File: config.mk
export PLATFORM = sky130hd
export DESIGN_NAME = pc_redirect_unit_flat
export DESIGN_NICKNAME = d
export VERILOG_FILES = /design/src/rtl/pc_redirect_unit_if.sv /design/src/rtl/pc_redirect_unit.sv /design/src/flat_wrapper.sv
export SDC_FILE = /design/constraint.sdc
export NUM_CORES = 1
export LEC_CHECK = 0
export ABC_CLOCK_PERIOD_IN_PS = 2150
export BUFFER_PORTS_ARGS = -buffer_cell sky130_fd_sc_hd__buf_2
export CORE_AREA = 2 2 92 94
export DETAILED_ROUTE_END_ITERATION = 8
export DIE_AREA = 0 0 94 96
export GPL_TIMING_DRIVEN = 0
export SLEW_MARGIN = 20
export SYNTH_ARGS = -nofsm -noshare
export SYNTH_HDL_FRONTEND = slang
export SYNTH_SLANG_ARGS = --single-unit
export TNS_END_PERCENT = 100
File: constraint.sdc
create_clock -name clk -period 2.15 [get_ports clk]
set_input_delay 0.3225 -clock clk [delete_from_list [all_inputs] [get_ports clk]]
set_output_delay 0.3225 -clock clk [all_outputs]
set_load 0.005 [all_outputs]
File: src/rtl/pc_redirect_unit_if.sv
// pc_redirect_unit_if
//   Bundles the next-PC select, candidate targets and stall request going into
//   the PC sequencer, and the fetch address / flush / status coming out.
//   master : branch-decision + hazard side (drives select, targets, stall)
//   slave  : pc_redirect_unit (drives Pc, PcPlus1, Flush, Pending, RedirectCount)
interface pc_redirect_unit_if #(
    parameter int WIDTH = 16
);
    logic [1:0]       PcCtrl;
    logic [WIDTH-1:0] BranchTarget;
    logic [WIDTH-1:0] RegTarget;
    logic             Stall;
    logic [WIDTH-1:0] Pc;
    logic [WIDTH-1:0] PcPlus1;
    logic             Flush;
    logic             Pending;
    logic [15:0]      RedirectCount;

    modport master (
        output PcCtrl, BranchTarget, RegTarget, Stall,
        input  Pc, PcPlus1, Flush, Pending, RedirectCount
    );

    modport slave (
        input  PcCtrl, BranchTarget, RegTarget, Stall,
        output Pc, PcPlus1, Flush, Pending, RedirectCount
    );
endinterface

File: src/rtl/pc_redirect_unit.sv
// pc_redirect_unit
//   Program-counter register and redirect sequencer. Selects the next fetch
//   address from hold / PC+1 / register target / branch target. A redirect
//   that arrives while Stall is high is parked in PendTarget and applied on
//   the first unstalled edge; the first parked redirect wins.
//   Ports:
//     clk, rst  : clock, asynchronous active-high reset
//     bus       : pc_redirect_unit_if.slave
//                 in : PcCtrl, BranchTarget, RegTarget, Stall
//                 out: Pc (registered), PcPlus1 (comb), Flush (registered
//                      one-cycle pulse), Pending (state decode),
//                      RedirectCount (saturating)
module pc_redirect_unit #(
    parameter int               WIDTH    = 16,
    parameter logic [WIDTH-1:0] RESET_PC = '0
) (
    input  logic                  clk,
    input  logic                  rst,
    pc_redirect_unit_if.slave     bus
);
    typedef enum logic {RUN, PEND} state_t;

    state_t           state, state_nxt;
    logic [WIDTH-1:0] pc_q, pc_nxt;
    logic [WIDTH-1:0] pend_q, pend_nxt;
    logic             flush_q, flush_nxt;
    logic [15:0]      cnt_q, cnt_nxt;

    logic             redir_req;
    logic [WIDTH-1:0] req_tgt;
    logic [15:0]      cnt_inc;

    // PcCtrl 2/3 are the redirect encodings; bit 0 picks branch over register.
    assign redir_req = bus.PcCtrl[1];
    assign req_tgt   = bus.PcCtrl[0] ? bus.BranchTarget : bus.RegTarget;
    assign cnt_inc   = (cnt_q == 16'hFFFF) ? cnt_q : cnt_q + 16'd1;

    always_ff @(posedge clk or posedge rst) begin
        if (rst) begin
            state   <= RUN;
            pc_q    <= RESET_PC;
            pend_q  <= '0;
            flush_q <= 1'b0;
            cnt_q   <= '0;
        end else begin
            state   <= state_nxt;
            pc_q    <= pc_nxt;
            pend_q  <= pend_nxt;
            flush_q <= flush_nxt;
            cnt_q   <= cnt_nxt;
        end
    end

    always_comb begin
        state_nxt = state;
        pc_nxt    = pc_q;
        pend_nxt  = pend_q;
        flush_nxt = 1'b0;
        cnt_nxt   = cnt_q;
        unique case (state)
            RUN: begin
                if (bus.Stall) begin
                    // Stall plus redirect always defers, never applies now.
                    if (redir_req) begin
                        pend_nxt  = req_tgt;
                        state_nxt = PEND;
                    end
                end else begin
                    unique case (bus.PcCtrl)
                        2'd0: pc_nxt = pc_q;
                        2'd1: pc_nxt = pc_q + 1'b1;
                        default: begin
                            pc_nxt    = req_tgt;
                            flush_nxt = 1'b1;
                            cnt_nxt   = cnt_inc;
                        end
                    endcase
                end
            end
            PEND: begin
                // Requests seen while parked are dropped; PcCtrl is also
                // ignored on the release edge.
                if (!bus.Stall) begin
                    pc_nxt    = pend_q;
                    flush_nxt = 1'b1;
                    cnt_nxt   = cnt_inc;
                    state_nxt = RUN;
                end
            end
            default: state_nxt = RUN;
        endcase
    end

    assign bus.Pc            = pc_q;
    assign bus.PcPlus1       = pc_q + 1'b1;
    assign bus.Flush         = flush_q;
    assign bus.Pending       = (state == PEND);
    assign bus.RedirectCount = cnt_q;
endmodule

File: src/flat_wrapper.sv
// flat-port wrapper written by rule: the top's interface ports become plain ports
module pc_redirect_unit_flat 
#(
    parameter int               WIDTH    = 16,
    parameter logic [WIDTH-1:0] RESET_PC = '0
)
  (clk, rst, bus_PcCtrl, bus_BranchTarget, bus_RegTarget, bus_Stall, bus_Pc, bus_PcPlus1, bus_Flush, bus_Pending, bus_RedirectCount);
  pc_redirect_unit_if #(.WIDTH(WIDTH)) bus_i ();
  input  logic clk;
  input  logic rst;
  input wire logic [$bits(bus_i.PcCtrl)-1:0] bus_PcCtrl;
  input wire logic [$bits(bus_i.BranchTarget)-1:0] bus_BranchTarget;
  input wire logic [$bits(bus_i.RegTarget)-1:0] bus_RegTarget;
  input wire logic [$bits(bus_i.Stall)-1:0] bus_Stall;
  output wire logic [$bits(bus_i.Pc)-1:0] bus_Pc;
  output wire logic [$bits(bus_i.PcPlus1)-1:0] bus_PcPlus1;
  output wire logic [$bits(bus_i.Flush)-1:0] bus_Flush;
  output wire logic [$bits(bus_i.Pending)-1:0] bus_Pending;
  output wire logic [$bits(bus_i.RedirectCount)-1:0] bus_RedirectCount;
  assign bus_i.PcCtrl = bus_PcCtrl;
  assign bus_i.BranchTarget = bus_BranchTarget;
  assign bus_i.RegTarget = bus_RegTarget;
  assign bus_i.Stall = bus_Stall;
  assign bus_Pc = bus_i.Pc;
  assign bus_PcPlus1 = bus_i.PcPlus1;
  assign bus_Flush = bus_i.Flush;
  assign bus_Pending = bus_i.Pending;
  assign bus_RedirectCount = bus_i.RedirectCount;
  pc_redirect_unit #(.WIDTH(WIDTH), .RESET_PC(RESET_PC)) u_core (.clk(clk), .rst(rst), .bus(bus_i));
endmodule
-- Yosys cells after proc, flatten, opt, wreduce, memory -nomap -nowiden
Cells that the tools add are included.
W data, S select, Z words.
- flip-flop bits (word level): 50
- output and inout port bits: 50
- logic and storage cells: 37
- add/subtract/negate cells: 2
- equal/unequal tests: 6
- mux-type cells: 18
- bitwise logic cells: 1
- reduce and logical (&&, ||, !) cells: 5
- operators by type and width (kind ; count):
    $mux W16 ; 7
    $pmux W16 S2 ; 3
    $add A16 B1 Y16 const B ; 2
    $eq A16 B16 Y1 const B ; 1
    $reduce_and A3 Y1 ; 3
    $ne A2 B2 Y1 const B ; 4
    $mux W1 ; 6
    $pmux W1 S2 ; 2
    $eq A2 B1 Y1 const B ; 1
    $logic_not A2 Y1 ; 1
    $reduce_or A2 Y1 ; 1
    $not A1 Y1 ; 1

-- Longest topological paths before layout
Gate-level depths: netlist (run 1).
- depth in word-level cells: 5
- gate-level depth with buffers: 7
- mapped depth without buffers: 5

-- Worst setup path after synthesis (run 1)
Ideal clock, no wire load.
- path type: reg-to-reg
- start point: register u_core.pc_q[0], in the netlist u_core.bus.Pc[0]
- end point: register u_core.pc_q[4], in the netlist u_core.bus.Pc[4]
- library setup time: 0.067 ns
- arrival time: 1.719 ns
- path slack: 0.363 ns
- stages on the path, launching flop included: 7
- path buffers: 1
- period minus slack after synthesis: 1.787 ns
- cell sequence: dfrtp_1 > ha_1 > buf_2 > nand3_1 > or4b_1 > a311o_1 > nand3_2
- word-level cells in the longest chain between the ends: 4
- ends and longest elaborated chain (what ; line ; text):
    start: declaration ; pc_redirect_unit.sv:24 ; logic [WIDTH-1:0] pc_q, pc_nxt;
    start signal: assignment ; pc_redirect_unit.sv:47 ; pc_q <= pc_nxt;
    $add A16 B1 Y16 ; pc_redirect_unit.sv:71 ; 2'd1: pc_nxt = pc_q + 1'b1;
    $pmux W16 S2 ; pc_redirect_unit.sv:69 ; unique case (bus.PcCtrl)
    $mux W16 ; pc_redirect_unit.sv:62 ; if (bus.Stall) begin
    $pmux W16 S2 ; pc_redirect_unit.sv:60 ; unique case (state)
No other way between the ends. The select of a mux whose other input is x is not followed.
A chain may end at the register's enable or synchronous reset.

-- Worst setup path in the final report (run 1)
- start point: register u_core.pc_q[7], in the netlist u_core.bus.Pc[7]
- end point: output port bus_PcPlus1[13]
- word-level cells in the longest chain between the ends: 1
- ends and longest elaborated chain (what ; line ; text):
    $add A16 B1 Y16 ; pc_redirect_unit.sv:95 ; assign bus.PcPlus1 = pc_q + 1'b1;
    end: declaration ; flat_wrapper.sv:16 ; output wire logic [$bits(bus_i.PcPlus1)-1:0] bus_PcPlus1;
No other way between the ends.

==> impl_metrics.ini, run 1 <==
[clocking]
htree_levels = 2
path_clk_slew_ps = 100
clock-sinks = 50
cts_tree = yes
clock_latency_ps = 310
clk_path_buf_depth = 2
cts_root_buf = clkbuf_8
numCtsBuffers = 5

[grt]
antenna_found_initial = 0
grt_pass1_vias = 3033
grt_max_degree = 51
grt_pass1_wl_um = 15900
grt_overflow_total = 0
grt_use_total_pct = 22.9

[synthesis]
syn_area_um2 = 3160
yosysTopAreaCell = dfrtp_1
synth-seq-cells = 50
yosys_warnings = 0
synth_common_cells = 50 x dfrtp_1, 37 x nand2_1, 27 x a21oi_1, 22 x o21ai_0, 19 x nand3_1
yosys-top-cells-area = dfrtp_1 40%, nand2_1 4.4%, a21oi_1 4.3%
ys_seq_area_share_pct = 39.6
syn_nets = 395
synth_top_area_share_pct = 39.6
synthCells = 356
async_reset_ff_share_pct = 100
synth_area_per_cell_um2 = 8.88
yosysMostFrequentCell = dfrtp_1
synth.distinct_cells = 58
synthFlopType = dfrtp_1
synth_edf_count = 0

[sta]
rsz0062_at_grt = yes
clock.fmax_mhz = 463
finalCritPeriodShare_pct = 100
hold_viol_final = 0
timing.hold.ws_ps = 100
maxSlewViolCount = 0
maxSlewHeadroom_pct = 52.6
min_period_ps = 2160
setup_viol = 1
worstMarginPinSlew_ps = 710
fin_skew_ps = 4.27
fin_ws_ps = -7.74

[die]
fp.dieArea_um2 = 9020
core.rowCount = 33
die_h_um = 96
chipWidth_um = 94
start_util_pct = 39.3
coreArea_um2 = 8050
ioPinCount = 87

[layout]
drive_gt1_share_pct = 34.4
layout.nets = 509
antenna_cells = 0
finalNonFillerCells = 576
area_growth_pct = 28.7
post-route-cell-area_um2 = 4070

[power_and_ir_drop]
irDropWorstVdd_mv = 0.456
p_leak_nw = 1.86
total_power_w = 0.00293
p_per_area_nw_per_um2 = 721

[worst_setup_path]
criticalPathCategory = reg2out
cpMaxStageDelayCell = dfrtp_1
path_cells = buf_6 -> nand4_1 -> buf_4 -> nor4_4 -> xor2_1 -> buf_2
worst_ep_required_time_ps = 1830
slowest_delay_ps = 370
critPathArrivalTime_ps = 1840
crit_path_max_fanout = 5
startpoint_type = flop
r2r_slack_ps = 120
end_kind = output port

[status]
violations = negative setup slack
status = complete, but fails checks

[placed_design]
hpwlAfterDp_um = 7180
dpl.cell_count = 546
placed_cell_area_um2 = 3720
place_congestion = 0.888
port_buffers = 85

[drt]
wl_per_cell_um = 17.6
vias_per_cell = 5.68
routed_wl_um = 10200
ant_nets = 0
drtPass1Iterations = 6
route.vias.total = 3273
drcViolationCount = 0
drt_iter0_drc = 156

[hold_path]
hold_class = in2async

[run]
maxCapViolations = 0
==> per-stage QoR <==
step	utilization (%)	TNS [ps]	setup WS, ps
floorplan	-	0	363
global route	50.5	-255	-99.1
CTS	48.6	-47.1	-38.1
finish	50.5	-7.74	-7.74
detailed placement	46.2	0	92.7
global placement	46.2	-9260	-188
==> path summary, 6_finish.rpt <==
kind / cells after the start / startpoint / end
setup reg to reg: 5 / u_core.bus.Pending / u_core.bus.Pc[13]
setup / recovery: 6 / u_core.bus.Pc[7] / bus_PcPlus1[13]
max in group asynchronous: 2 / rst / u_core.bus.Pc[9]
hold reg to reg: 2 / u_core.pend_q[9] / u_core.pend_q[9]
min in group clk: 3 / bus_BranchTarget[12] / u_core.pend_q[12]
hold / removal: 2 / rst / u_core.bus.RedirectCount[1]
==> routing by layer <==
layer / vias up / global-route usage, % / share of wire, %
met5: - / 0 / 0
met4: 0 / 6.88 / 1.5
met3: 15 / 4.15 / 6.8
met2: 123 / 38.6 / 49
met1: 1605 / 30.2 / 42
li1: 1530 / - / -
==> where the power goes <==
group	switching, W	leakage [nW]	internal (W)
sequential	0.000221	0.612	0.00112
clock	0.000338	0.0472	0.000260
combinational	0.000501	1.20	0.000497
==> cell families after synthesis <==
group / after synthesis / synth area share [%]
XOR/XNOR: 23 / 6.37
AND/OR/NAND/NOR: 130 / 22.4
adder cells (fa/ha/maj): 2 / 0.791
flip-flops: 50 / 39.6
multiplexers: 14 / 4.63
buffers and inverters: 36 / 4.95
AO/OA/AOI/OAI: 101 / 21.3
==> sequential cells by signal, indices dropped and copies added, names as in the netlist <==
signal                    cells
u_core.bus.Flush              1
u_core.bus.Pc                16
u_core.bus.Pending            1
u_core.pend_q                16
u_core.bus.RedirectCount     16
==> what timing repair did <==
item	CTS	global route
pin swaps	3	2
hold buffers	0	0
gates resized for setup	13	13
buffers inserted	7	15
setup endpoints to repair	5	5
==> cells in the final DEF (no fill, tap or decap), types with 5 or more instances in the layout <==
cell	n
clkbuf_1	7
a311oi_1	6
xor2_1	8
dfrtp_2	8
dfrtp_1	42
a21oi_1	27
mux2i_1	9
nand4_1	11
xnor2_1	14
nand2_1	36
buf_2	95
clkbuf_8	6
nand3_1	18
nor2_1	18
o211ai_1	7
nor2b_1	11
nand2b_1	6
inv_1	11
nor3_1	6
o31ai_1	5
mux2_2	5
o21ai_0	22
a31oi_1	6
buf_4	23
==> worst max-delay path, delay by kind of cell, from the launching register on <==
kind | cells | cell delay [ps]
xor gates and xnor gates | 1 | 160
and+or+nand+nor | 2 | 520
DFF | 1 | 370
buffers and inverters | 3 | 480
==> final cells by class <==
type / count / area [um2]
Clock buffer: 6 / 82.6
Inverter: 12 / 47.5
Fill cell: 792 / 3980
Clock inverter: 2 / 12.5
Buffer: 24 / 136
Timing Repair Buffer: 107 / 591
Sequential cell: 50 / 1260
Tap cell: 105 / 131
Multi-Input combinational cell: 270 / 1810
No activity file was read; power rests on OpenSTA's default activity.
==> run 2: changes to the inputs <==
--- a/config.mk
+++ b/config.mk
@@ -5,7 +5,7 @@
 export SDC_FILE = /design/constraint.sdc
 export NUM_CORES = 1
 export LEC_CHECK = 0
-export ABC_CLOCK_PERIOD_IN_PS = 2150
+export ABC_CLOCK_PERIOD_IN_PS = 2390
 export BUFFER_PORTS_ARGS = -buffer_cell sky130_fd_sc_hd__buf_2
 export CORE_AREA = 2 2 92 94
 export DETAILED_ROUTE_END_ITERATION = 8
==> constraint.sdc (replaced) <==
create_clock -name clk -period 2.39 [get_ports clk]
set_input_delay 0.3585 -clock clk [delete_from_list [all_inputs] [get_ports clk]]
set_output_delay 0.3585 -clock clk [all_outputs]
set_load 0.005 [all_outputs]
==> run 2 against run 1 <==
  * Die area stayed put
  * Sequential power shrank 10%
  * Count of clock-buffer cells in the layout stayed put
  * Setup slack gained 85 ps
  * Sequential cell count stayed put
  * Critical path type unchanged
  * Register-to-register slack improved by 190 ps
  * The run now ends clean
  * Worst hold slack improved by 51 ps
  * Global-route usage decreased by 0.19 points
  * Sequential share of layout area is 1.7 points higher
==> impl_metrics.ini, run 2 (synthesis gave the netlist of run 1 again) <==
[status]
status = complete, no violations

[worst_setup_path]
worstSetupStartpoint = u_core.bus.Pc[4]
end_kind = output port
startpoint_type = flop
reg2reg_from = u_core.bus.Pending
crit_path_max_fanout = 8
worst_ep_required_time_ps = 2030
path_cells = nand4_4 -> or4_4 -> xnor2_1 -> buf_2
path_delay_family = simple AND/OR/NAND/NOR gates
critPathBufInv = 1
slowest_delay_ps = 620
cpMaxStageDelayCell = or4_4
criticalPathCategory = reg2out
critPathArrivalTime_ps = 1950

[drt]
routed_wl_um = 9970
drcViolationCount = 0
route.vias.total = 3152
ant_nets = 0
drtPass1Iterations = 5
wl_per_cell_um = 18.0
drt_iter0_drc = 162
vias_per_cell = 5.68

[sta]
maxSlewViolCount = 0
setup_tns_ps = 0
hold_viol_final = 0
finalCritPeriodShare_pct = 96.8
maxSlewHeadroom_pct = 55.9
fin_skew_ps = 4.83
clock.fmax_mhz = 432
setup_viol = 0
min_period_ps = 2310
worstMarginPinSlew_ps = 660
rsz0062_at_grt = yes

[layout]
layout.nets = 488
area_growth_pct = 21.4
mostFrequentLayoutCell = buf_2
layout_common_cells = 98 x buf_2, 48 x dfrtp_1, 37 x nand2_1, 27 x a21oi_1, 22 x o21ai_0
antenna_cells = 0
drive_gt1_share_pct = 29.1
finalNonFillerCells = 555

[clocking]
clock_latency_ps = 310
htree_levels = 2
clock-sinks = 50
path_clk_slew_ps = 100
numCtsBuffers = 5
cts_hold_buf = 0
cts_root_buf = clkbuf_8
cts_tree = yes
clk_path_buf_depth = 2

[grt]
grt_overflow_total = 0
grt_use_total_pct = 22.7
grt_pass1_wl_um = 15800
antenna_found_initial = 0
grt_pass1_vias = 3006
grt_max_degree = 51

[hold_path]
hold_class = in2async

[die]
die_h_um = 96
chipWidth_um = 94
coreArea_um2 = 8050
ioPinCount = 87
core.rowCount = 33
fp.dieArea_um2 = 9020
start_util_pct = 39.3

[run]
maxCapViolations = 0

[placed_design]
port_buffers = 85
place_congestion = 0.888
dpl.cell_count = 546
hpwlAfterDp_um = 7180

[power_and_ir_drop]
irDropWorstVdd_mv = 0.407
p_leak_nw = 1.73
p_per_area_nw_per_um2 = 655
## run 2: power breakdown
group | switching, W | leakage, nW | internal [W] | total (W)
registers | 0.000201 | 0.619 | 0.000999 | 0.00120
clock network | 0.000301 | 0.0472 | 0.000234 | 0.000535
logic | 0.000416 | 1.06 | 0.000362 | 0.000777
total | 0.000918 | 1.73 | 0.00159 | 0.00251
## run 2: timing repair
item                       CTS  global route
gates cloned                 0             0
setup endpoints to repair    1             2
hold endpoints to repair     0             0
resized for setup            1             3
setup buffers                0             1
## run 2: area by class of cell
cell class	count	area, um2
clock inverter	2	12.5
multi-input combinational	270	1770
timing repair buffer	86	433
buffer	24	111
fill	806	4210
sequential	50	1250
inverter	12	47.5
clock buffer	6	82.6
tap	105	131
## run 2: path summary, 6_finish.rpt
| kind | end | slack (ps) | depth (start not counted) |
|---|---|---|---|
| max | bus_PcPlus1[14] | 80 | 4 |
| min | u_core.bus.RedirectCount[6] | 150 | 2 |
| max reg2reg | u_core.bus.Pc[13] | 310 | 5 |
| min reg2reg | u_core.pend_q[10] | 480 | 2 |
| max in group asynchronous | u_core.bus.Pc[1] | 1770 | 2 |
| min in group clk | u_core.pend_q[2] | 360 | 3 |
## run 2: layer usage
metal  vias to the layer above  global-route usage (%)  wire, um
met1                      1539                    30.0      4320
met5                         -                       0         0
met4                         0                    6.64       174
met3                        16                    4.15       616
li1                       1486                       -         -
met2                       111                    38.3      4860
## run 2: stage by stage
stage | setup slack [ps] | cell area (um2) | hold WS [ps] | total power [W] | utilization [%]
global placement | 15.9 | 3720 | 458 | 0.00196 | 46.2
CTS | 57.0 | 3820 | 171 | 0.00252 | 47.5
finish | 77.5 | 3840 | 151 | 0.00251 | 47.7
detailed placement | 297 | 3720 | 463 | 0.00199 | 46.2
global route | -9.76 | 3840 | 205 | 0.00267 | 47.7
floorplan | 603 | 3160 | 441 | 0.00163 | -
